File: src/rtl/video_pkg.sv
// Shared types and defaults for the video capture/pack stage.
package video_pkg;

  typedef enum logic [2:0] {
    SYNC,
    IDLE,
    FRAME,
    LINE,
    DROP
  } cap_state_t;

  typedef logic [7:0] pixel_t;

  localparam int DEF_WIDTH  = 640;
  localparam int DEF_HEIGHT = 480;
  localparam int PPW_DEF    = 4;

endpackage

File: src/rtl/video_in_pack_if.sv
// Camera stream in, packed FIFO words out.
interface video_in_pack_if;
  import video_pkg::*;

  logic        clk_in;
  pixel_t      pixel_in;
  logic        frame_valid;
  logic        line_valid;
  logic        fifo_full;
  logic [31:0] data_out;
  logic        w_en;
  logic        sof;

  modport master (
    input  clk_in, pixel_in, frame_valid,
    input  line_valid, fifo_full,
    output data_out, w_en, sof
  );

  modport slave (
    output clk_in, pixel_in, frame_valid,
    output line_valid, fifo_full,
    input  data_out, w_en, sof
  );

endinterface

File: src/rtl/video_in_pack_edge.sv
// Falling-edge detector for a slow clock sampled as data.
module clk_edge_det (
  input  logic clk,
  input  logic RST,
  input  logic sig_in,
  output logic fall_pulse
);

  logic old;

  always_ff @(posedge clk) begin
    if (RST) old <= 1'b0;
    else     old <= sig_in;
  end

  assign fall_pulse = old & ~sig_in;

endmodule

File: src/rtl/video_in_pack.sv
// Samples the pixel stream on clk_in falling edges, checks geometry,
// packs pixels into 32-bit words for the frame FIFO.
module video_in_pack
  import video_pkg::*;
#(
  parameter int P_WIDTH      = DEF_WIDTH,
  parameter int P_HEIGHT     = DEF_HEIGHT,
  parameter int PIX_PER_WORD = PPW_DEF
) (
  input  logic        clk,
  input  logic        RST,
  video_in_pack_if.master bus,
  input  logic        clr_err,
  output logic        overflow,
  output logic        size_err,
  output logic [15:0] frame_cnt
);

  localparam int PW = $clog2(P_WIDTH + 2);
  localparam int LN = $clog2(P_HEIGHT + 2);
  localparam int LW = $clog2(PIX_PER_WORD);

  localparam logic [PW-1:0] WIDTH_C   = PW'(P_WIDTH);
  localparam logic [PW-1:0] PIX_MAX   = PW'(P_WIDTH + 1);
  localparam logic [LN-1:0] HEIGHT_C  = LN'(P_HEIGHT);
  localparam logic [LN-1:0] LINE_MAX  = LN'(P_HEIGHT + 1);
  localparam logic [LW-1:0] LANE_LAST = LW'(PIX_PER_WORD - 1);

  typedef logic [PIX_PER_WORD-1:0][7:0] lanes_t;

  cap_state_t  state, state_n;
  logic [PW-1:0] pix_cnt, pix_n;
  logic [LN-1:0] line_cnt, line_n, lines;
  lanes_t      lanes, lanes_n;
  logic        first_word, first_n;
  logic        frame_bad, bad_n;
  logic [31:0] data_n;
  logic        wen_n, sof_n;
  logic        ovf_set, size_set;
  logic [15:0] fcnt_n;
  logic        line_end, frame_end;
  logic        ev, fv, lv;
  pixel_t      pix;
  logic [LW-1:0] lane;

  clk_edge_det u_edge (
    .clk       (clk),
    .RST       (RST),
    .sig_in    (bus.clk_in),
    .fall_pulse(ev)
  );

  assign fv   = bus.frame_valid;
  assign lv   = bus.line_valid & fv;
  assign pix  = bus.pixel_in;
  assign lane = pix_cnt[LW-1:0];

  always_comb begin
    state_n   = state;
    pix_n     = pix_cnt;
    line_n    = line_cnt;
    lanes_n   = lanes;
    first_n   = first_word;
    bad_n     = frame_bad;
    data_n    = bus.data_out;
    wen_n     = 1'b0;
    sof_n     = 1'b0;
    ovf_set   = 1'b0;
    size_set  = 1'b0;
    fcnt_n    = frame_cnt;
    line_end  = 1'b0;
    frame_end = 1'b0;
    lines     = line_cnt;

    if (ev) begin
      case (state)
        SYNC: if (!fv) state_n = IDLE;
        IDLE: begin
          if (fv) begin
            state_n = FRAME;
            line_n  = '0;
            first_n = 1'b1;
            bad_n   = 1'b0;
          end
        end
        FRAME: begin
          if (!fv) begin
            state_n   = IDLE;
            frame_end = 1'b1;
          end else if (lv) begin
            state_n    = LINE;
            lanes_n[0] = pix;
            pix_n      = PW'(1);
          end
        end
        LINE: begin
          if (lv) begin
            pix_n = (pix_cnt == PIX_MAX) ? pix_cnt : pix_cnt + PW'(1);
            // pixels past the line width are counted but never packed
            if (pix_cnt < WIDTH_C) begin
              lanes_n[lane] = pix;
              if (lane == LANE_LAST) begin
                if (bus.fifo_full) begin
                  ovf_set = 1'b1;
                  state_n = DROP;
                end else begin
                  wen_n   = 1'b1;
                  data_n  = lanes_n;
                  sof_n   = first_word;
                  first_n = 1'b0;
                end
              end
            end
          end else begin
            line_end  = 1'b1;
            frame_end = !fv;
            state_n   = fv ? FRAME : IDLE;
          end
        end
        DROP: if (!fv) state_n = IDLE;
        default: state_n = SYNC;
      endcase
    end

    if (line_end) begin
      lines  = (line_cnt == LINE_MAX) ? line_cnt : line_cnt + LN'(1);
      line_n = lines;
      if (pix_cnt != WIDTH_C) begin
        size_set = 1'b1;
        bad_n    = 1'b1;
      end
    end

    if (frame_end) begin
      if (lines != HEIGHT_C) size_set = 1'b1;
      else if (!bad_n)       fcnt_n   = frame_cnt + 16'd1;
    end
  end

  always_ff @(posedge clk) begin
    if (RST) begin
      state        <= SYNC;
      pix_cnt      <= '0;
      line_cnt     <= '0;
      lanes        <= '0;
      first_word   <= 1'b0;
      frame_bad    <= 1'b0;
      bus.data_out <= '0;
      bus.w_en     <= 1'b0;
      bus.sof      <= 1'b0;
      overflow     <= 1'b0;
      size_err     <= 1'b0;
      frame_cnt    <= '0;
    end else begin
      state        <= state_n;
      pix_cnt      <= pix_n;
      line_cnt     <= line_n;
      lanes        <= lanes_n;
      first_word   <= first_n;
      frame_bad    <= bad_n;
      bus.data_out <= data_n;
      bus.w_en     <= wen_n;
      bus.sof      <= sof_n;
      overflow     <= (overflow & ~clr_err) | ovf_set;
      size_err     <= (size_err & ~clr_err) | size_set;
      frame_cnt    <= fcnt_n;
    end
  end

endmodule

File: src/flat_wrapper.sv
// flat-port wrapper written by rule: the top's interface ports become plain ports
module video_in_pack_flat import video_pkg::*;
#(
  parameter int P_WIDTH      = DEF_WIDTH,
  parameter int P_HEIGHT     = DEF_HEIGHT,
  parameter int PIX_PER_WORD = PPW_DEF
)
  (clk, RST, clr_err, overflow, size_err, frame_cnt, bus_clk_in, bus_pixel_in, bus_frame_valid, bus_line_valid, bus_fifo_full, bus_data_out, bus_w_en, bus_sof);
  video_in_pack_if bus_i ();
  input  logic clk;
  input  logic RST;
  input  logic clr_err;
  output logic overflow;
  output logic size_err;
  output logic [15:0] frame_cnt;
  input wire logic [$bits(bus_i.clk_in)-1:0] bus_clk_in;
  input wire logic [$bits(bus_i.pixel_in)-1:0] bus_pixel_in;
  input wire logic [$bits(bus_i.frame_valid)-1:0] bus_frame_valid;
  input wire logic [$bits(bus_i.line_valid)-1:0] bus_line_valid;
  input wire logic [$bits(bus_i.fifo_full)-1:0] bus_fifo_full;
  output wire logic [$bits(bus_i.data_out)-1:0] bus_data_out;
  output wire logic [$bits(bus_i.w_en)-1:0] bus_w_en;
  output wire logic [$bits(bus_i.sof)-1:0] bus_sof;
  assign bus_i.clk_in = bus_clk_in;
  assign bus_i.pixel_in = bus_pixel_in;
  assign bus_i.frame_valid = bus_frame_valid;
  assign bus_i.line_valid = bus_line_valid;
  assign bus_i.fifo_full = bus_fifo_full;
  assign bus_data_out = bus_i.data_out;
  assign bus_w_en = bus_i.w_en;
  assign bus_sof = bus_i.sof;
  video_in_pack #(.P_WIDTH(P_WIDTH), .P_HEIGHT(P_HEIGHT), .PIX_PER_WORD(PIX_PER_WORD)) u_core (.clk(clk), .RST(RST), .bus(bus_i), .clr_err(clr_err), .overflow(overflow), .size_err(size_err), .frame_cnt(frame_cnt));
endmodule
File: config.mk
export PLATFORM = sky130hd
export DESIGN_NAME = video_in_pack_flat
export DESIGN_NICKNAME = d
export VERILOG_FILES = /design/src/rtl/video_pkg.sv /design/src/rtl/video_in_pack_if.sv /design/src/rtl/video_in_pack_edge.sv /design/src/rtl/video_in_pack.sv /design/src/flat_wrapper.sv
export SDC_FILE = /design/constraint.sdc
export NUM_CORES = 1
export LEC_CHECK = 0
export CORE_MARGIN = 4
export CORE_UTILIZATION = 40
export DETAILED_ROUTE_END_ITERATION = 8
export PLACE_DENSITY_LB_ADDON = 0.2
export SLEW_MARGIN = 0
export SYNTH_ARGS = -nofsm -noshare
export SYNTH_HDL_FRONTEND = slang
export SYNTH_HIERARCHICAL = 1
export SYNTH_SLANG_ARGS = --single-unit
File: constraint.sdc
create_clock -name clk -period 2.7 [get_ports clk]
set_clock_uncertainty 0.1 [all_clocks]
set_input_delay 0.54 -clock clk [delete_from_list [all_inputs] [get_ports clk]]
set_output_delay 0.54 -clock clk [all_outputs]
set_load 0.1 [all_outputs]
== Word-level counts from Yosys, hierarchy flattened ==
Cells that the tools add are included.
W data, S select, Z words.

* Register bits after elaboration: 109
* Latch bits: 0
* Bits in writable memories: 0
* ROM bits: 0
* Input bits: 15
* Output and inout port bits: 52
* Word-level logic and storage cells: 137
* Memories: 0

* Add/subtract/negate cells: 3
* $mul: 0
* Div/mod/pow operators: 0
* Magnitude comparators: 3
* Equal/unequal tests: 22
* Shift operators: 0
* Mux-type cells: 58
* Bitwise logic cells: 16
* Reduce and logical (&&, ||, !) cells: 19

{| class="wikitable"
|+ Operator list
! kind !! count
|-
| $mux W9 || 6
|-
| $mux W10 || 4
|-
| $mux W8 || 5
|-
| $bwmux W32 || 1
|-
| $mux W1 || 27
|-
| $mux W3 || 8
|-
| $pmux W10 S2 || 1
|-
| $reduce_and A6 Y1 || 3
|-
| $add A16 B1 Y16 const B || 1
|-
| $demux W8 S2 || 1
|-
| $pmux W8 S2 || 1
|-
| $reduce_and A7 Y1 || 2
|-
| $pmux W3 S4 || 1
|-
| $add A10 B1 Y10 const B || 1
|-
| $eq A10 B10 Y1 const B || 1
|-
| $lt A10 B10 Y1 const B || 1
|-
| $ne A10 B10 Y1 const B || 1
|-
| $ne A2 B2 Y1 const B || 5
|-
| $not A1 Y1 || 10
|-
| $reduce_bool A2 Y1 || 5
|-
| $add A9 B1 Y9 const B || 1
|-
| $eq A9 B9 Y1 const B || 1
|-
| $ne A3 B3 Y1 const B || 3
|-
| $ne A9 B9 Y1 const B || 1
|-
| 20 further kinds || 30
|}

== Depth between registers and ports, before layout ==
* Depth after elaboration: 9
* Depth in mapped cells: 10

== Cells and area by module ==
Netlist, hierarchy kept.

{| class="wikitable"
|+ Modules (own cells, without submodules)
! module !! times used !! cells an instance !! area an instance (um^2) !! sequential area each (um^2)
|-
| video_in_pack || 1 || 566 || 4,752.1 || 2,001.9
|-
| clk_edge_det || 1 || 3 || 35.0 || 20.0
|}

== Worst setup path before layout ==
No wires, ideal clock.

* Path kind: input -> register
* Start: in bus_clk_in
* End: reg u_core.frame_cnt[14]
* Arrival: 2.439 ns
* Data required time: 2.479 ns
* Setup slack: 0.040 ns
* Cell stages on the path: 10
* Path through: nor2b_1 -> and3b_1 -> buf_2 -> and2_1 -> nand4b_1 -> a211oi_1 -> nand4b_1 -> buf_2 -> nor4_2 -> mux2_2

* Cells in the longest elaborated chain, start to end: 7

{| class="wikitable"
|+ Ends and longest elaborated chain
! element !! line !! text
|-
| start, declared || flat_wrapper.sv:16 || <nowiki>input wire logic [$bits(bus_i.clk_in)-1:0] bus_clk_in;</nowiki>
|-
| $not A1 Y1 * || video_in_pack_edge.sv:16 || <nowiki>assign fall_pulse = old & ~sig_in;</nowiki>
|-
| $and A1 B1 Y1 * || video_in_pack_edge.sv:16 ||
|-
| $mux W1 || video_in_pack.sv:75 || <nowiki>if (ev) begin</nowiki>
|-
| $mux W9 or $mux W1 (tied branches) || video_in_pack.sv:125, video_in_pack.sv:128 ||
|-
| $ne A9 B9 Y1 or $mux W1 (tied branches) || video_in_pack.sv:135, video_in_pack.sv:125 ||
|-
| $not A1 Y1 (no line) || -- ||
|-
| $reduce_and A3 Y1 (no line) * || -- ||
|-
| end signal, assigned || video_in_pack.sv:166 || <nowiki>frame_cnt <= fcnt_n;</nowiki>
|-
| end, declared || video_in_pack.sv:16 || <nowiki>output logic [15:0] frame_cnt</nowiki>
|}

Mark *: on every way between the ends. The rest lies on a longest branch, timed or not.
A chain may end at the register's enable or synchronous reset.

== Worst setup path after layout ==
* Start: reg u_core.line_cnt[1]
* End: reg u_core.frame_cnt[4]

* Cells in the longest elaborated chain, start to end: 6

{| class="wikitable"
|+ Ends and longest elaborated chain
! element !! line !! text
|-
| start, declared || video_in_pack.sv:33 || <nowiki>logic [LN-1:0] line_cnt, line_n, lines;</nowiki>
|-
| start signal, assigned || video_in_pack.sv:157 || <nowiki>line_cnt <= line_n;</nowiki>
|-
| $add A9 B1 Y9 or $eq A9 B9 Y1 (tied branches) || video_in_pack.sv:126 || <nowiki>lines = (line_cnt == LINE_MAX) ? line_cnt : line_cnt + LN'(1);</nowiki>
|-
| $mux W9 || video_in_pack.sv:126 ||
|-
| $mux W9 * || video_in_pack.sv:125 || <nowiki>if (line_end) begin</nowiki>
|-
| $ne A9 B9 Y1 * || video_in_pack.sv:135 || <nowiki>if (lines != HEIGHT_C) size_set = 1'b1;</nowiki>
|-
| $not A1 Y1 (no line) * || -- ||
|-
| $reduce_and A3 Y1 (no line) * || -- ||
|}

Marks and branches as above.

==> results.json <==
{
  "slowest_stage": "or4_1",
  "synth_mux_area_frac": 0.0925,
  "synth_xor_area_frac": 0.0165,
  "synthAdderAreaFrac": 0.0183,
  "fin_crit_sh": 1.01,
  "hp-class": "flop to flop",
  "critical_path_arrival_ns": 2.93,
  "crit_type": "flop to flop",
  "crit_top_cell": "buf_4",
  "ys_ff_latch": 101,
  "drt-wirelength-per-cell_um": 15.1,
  "post_dp_cell_area_mm2": 0.00576,
  "max_freq_ghz": 0.366,
  "gr-total-overflow": 0,
  "drtAntennaViolNets": 0,
  "cts_buffer_depth": 2,
  "cp_top_family": "simple AND/OR/NAND/NOR gates",
  "synth_top_family_by_area": "simple AND/OR/NAND/NOR gates",
  "status": "finished, violations left",
  "numCtsBuffers": 9,
  "path_buf_inv": 3,
  "synth_compound_area_frac": 0.148,
  "drtIter0Drc": 226,
  "slew_headroom": 0.519,
  "powerDensity_mw_per_mm2": 447,
  "ff2ff_path_depth": 11,
  "ys_seq_area_frac": 0.422,
  "cts_hold_buf": 0,
  "finish.utilization": 0.550,
  "die_w_um": 117,
  "drv_cap": 0,
  "hold_viol": 0,
  "holdWs_ns": 0.357,
  "htree_levels": 3,
  "max_stage_delay_ns": 0.46,
  "n_antenna_cell": 0,
  "gp_congestion": 0.866,
  "cp-end-kind": "flop",
  "syn2layout_area_growth_pct": 32.9,
  "synth_top_area_frac": 0.422,
  "die_area_mm2": 0.0138,
  "synth.net_count": 591,
  "num_vias": 4302,
  "rsz0062_at_grt": "true",
  "path_cells": "buf_4 > ha_4 > and3_1 > a211oi_1 > nor4_2 > nor3_2 > nand4b_1 > buf_4 > clkbuf_16 > or4_1 > nand2_1",
  "worst_pin_slew_ns": 0.721,
  "cts_sinks": 101,
  "port_buffers": 66,
  "initial_utilization": 0.414,
  "layout-drive-gt1-share": 0.271,
  "critPathLaunchType": "flop",
  "fin_setup_tns_ns": -0.0450,
  "via_per_inst": 5.30,
  "die_y_um": 117,
  "core_area_mm2": 0.0116,
  "layout.nets": 686,
  "dp_hpwl_um": 8350,
  "rows": 39,
  "final_area_mm2": 0.00636,
  "async_flop_share": 0,
  "cts-root-buf": "clkbuf_16",
  "synthDistinctLibCells": 59,
  "maxSlewViolCount": 0,
  "drt_wl_total_um": 12300,
  "synth_edf_count": 0,
  "clock_latency_ns": 0.34,
  "antenna_found_initial": 0,
  "critical_path_required_ns": 2.89,
  "synthTopCellsByArea": "dfxtp_1 (42%), mux2i_1 (6.9%), nor2_1 (5.8%)",
  "synth_cells": 569,
  "fin_ws_ns": -0.0359,
  "fin_crit_ns": 2.74,
  "path_depth": 11,
  "ys.warnings.count": 6,
  "avgSynthCellArea_um2": 8.41,
  "track_usage": 0.177,
  "leakage_uw": 0.00249,
  "failed_checks": "setup timing",
  "path_max_fanout": 8,
  "route.detailed.drc": 0,
  "syn_area_mm2": 0.00479,
  "min_path_cells": 2,
  "synth_simple_gate_area_frac": 0.254,
  "synth_top_area_cell": "dfxtp_1",
  "setup_viol": 2,
  "clk_pin_slew_ns": 0.07,
  "cts_tree": "done",
  "grt_pass1_vias": 4122,
  "synth-main-ff-cell": "dfxtp_1",
  "ios": 67,
  "grt_max_degree": 56,
  "drtPass1Iterations": 4,
  "vdd_drop_max_mv": 0.281,
  "grt_pass1_wl_um": 20500
}
## per-stage QoR
step / setup WS [ns] / std cells / total power (µW)
after floorplan: 0.0400 / 569 / 1580
after global placement: -0.600 / 786 / 1620
after detailed placement: -0.639 / 786 / 1620
after CTS: 0.00434 / 807 / 2880
after global routing: -0.121 / 812 / 2930
final: -0.0359 / 812 / 2840
## metal layers
metal	up-vias	share of wire	wire length, µm	GRT usage
met5	-	0	0	0
met4	0	0.015	182	0.0704
met3	13	0.026	319	0.0241
met2	79	0.47	5730	0.276
met1	2008	0.49	6020	0.246
li1	2202	-	-	-
## where the power goes
part           switching, µW  internal (µW)
logic                   61.0           34.8
registers              0.573           1490
clock network            596            661
## registers in the layout, summed over array words and instances (netlist names)
register,count
u_core/bus.data_out,32
u_core/lanes,24
u_core/frame_cnt,16
u_core/pix_cnt,10
u_core/line_cnt,9
u_core/state,3
u_core/bus.sof,1
u_core/bus.w_en,1
u_core/first_word,1
u_core/frame_bad,1
u_core/overflow,1
u_core/size_err,1
u_core/u_edge/old,1
## worst reg2reg max path, stage by stage, from the launching register on
cell and delay [ns]:
dfxtp_4 0.36, buf_4 0.14, ha_4 0.18, and3_1 0.21, a211oi_1 0.30, nor4_2 0.11
nor3_2 0.20, nand4b_1 0.21, buf_4 0.21, clkbuf_16 0.15, or4_1 0.46, nand2_1 0.07
## what timing repair did
item	4_1_cts	5_1_grt
endpoints found under the hold margin	0	0
pin swaps	8	16
buffers inserted	4	5
setup endpoints to repair	16	16
resized for setup	29	24
gates cloned	1	0
## layout by cell type (no fill, tap or decap), types with 7 or more instances in the layout
cell,synthesis,layout
nor2b_1,13,12
nand4_1,7,7
clkbuf_16,0,10
nand2_1,61,59
and3_1,8,8
buf_4,1,109
clkdlybuf4s50_1,0,10
a211oi_1,28,27
a21oi_1,43,42
dfxtp_1,101,99
mux2_4,0,7
nor2_1,74,72
mux2i_1,33,33
nand3_1,29,29
inv_1,8,7
o21ai_0,13,13
## cell type report
type                    count  area, µm²
well taps                 143        179
flip-flops and latches    101       2030
inverters                   8       32.5
repair buffers            131       1110
multi-input cells         413       2730
clock buffers              11        243
clock inverters             5       42.5
fillers                  1061       5200
## logic make-up (layout without fill, tap and decap cells)
family / count (synthesis) / count (layout)
and+or+nand+nor: 245 / 245
DFF: 101 / 101
AOI/OAI and AO/OA: 109 / 109
xor gates and xnor gates: 9 / 9
muxes: 43 / 43
buffers and inverters: 55 / 155
adders and majority gates: 7 / 7
## Yosys cell counts (3+ instances only)
cell type	n
nand4_1	7
nor3b_1	3
a311oi_1	3
clkbuf_1	33
and3_1	8
a211oi_1	28
nand3b_1	3
a21oi_1	43
o21ai_0	13
nand2_1	61
nor2_1	74
inv_1	8
and2_1	6
nor2b_1	13
nand4b_1	4
buf_2	11
a31oi_1	5
nand3_1	29
nor4_1	5
nor3_1	8
nand2b_1	4
mux2_2	9
xnor2_1	3
xor2_1	6
dfxtp_1	101
or4_1	3
mux2i_1	33
ha_1	7
## final timing paths
path                                    from                               end  slack (ns)
max          u_core/line_cnt[1]$_SDFFE_PP0P_  u_core/frame_cnt[4]$_SDFFE_PP0P_       -0.04
min            u_core/lanes[10]$_SDFFE_PP0P_     u_core/lanes[10]$_SDFFE_PP0P_        0.36
max reg2reg  u_core/line_cnt[1]$_SDFFE_PP0P_  u_core/frame_cnt[4]$_SDFFE_PP0P_       -0.04
min reg2reg    u_core/lanes[10]$_SDFFE_PP0P_     u_core/lanes[10]$_SDFFE_PP0P_        0.36
(Power assumes the default switching activity.)
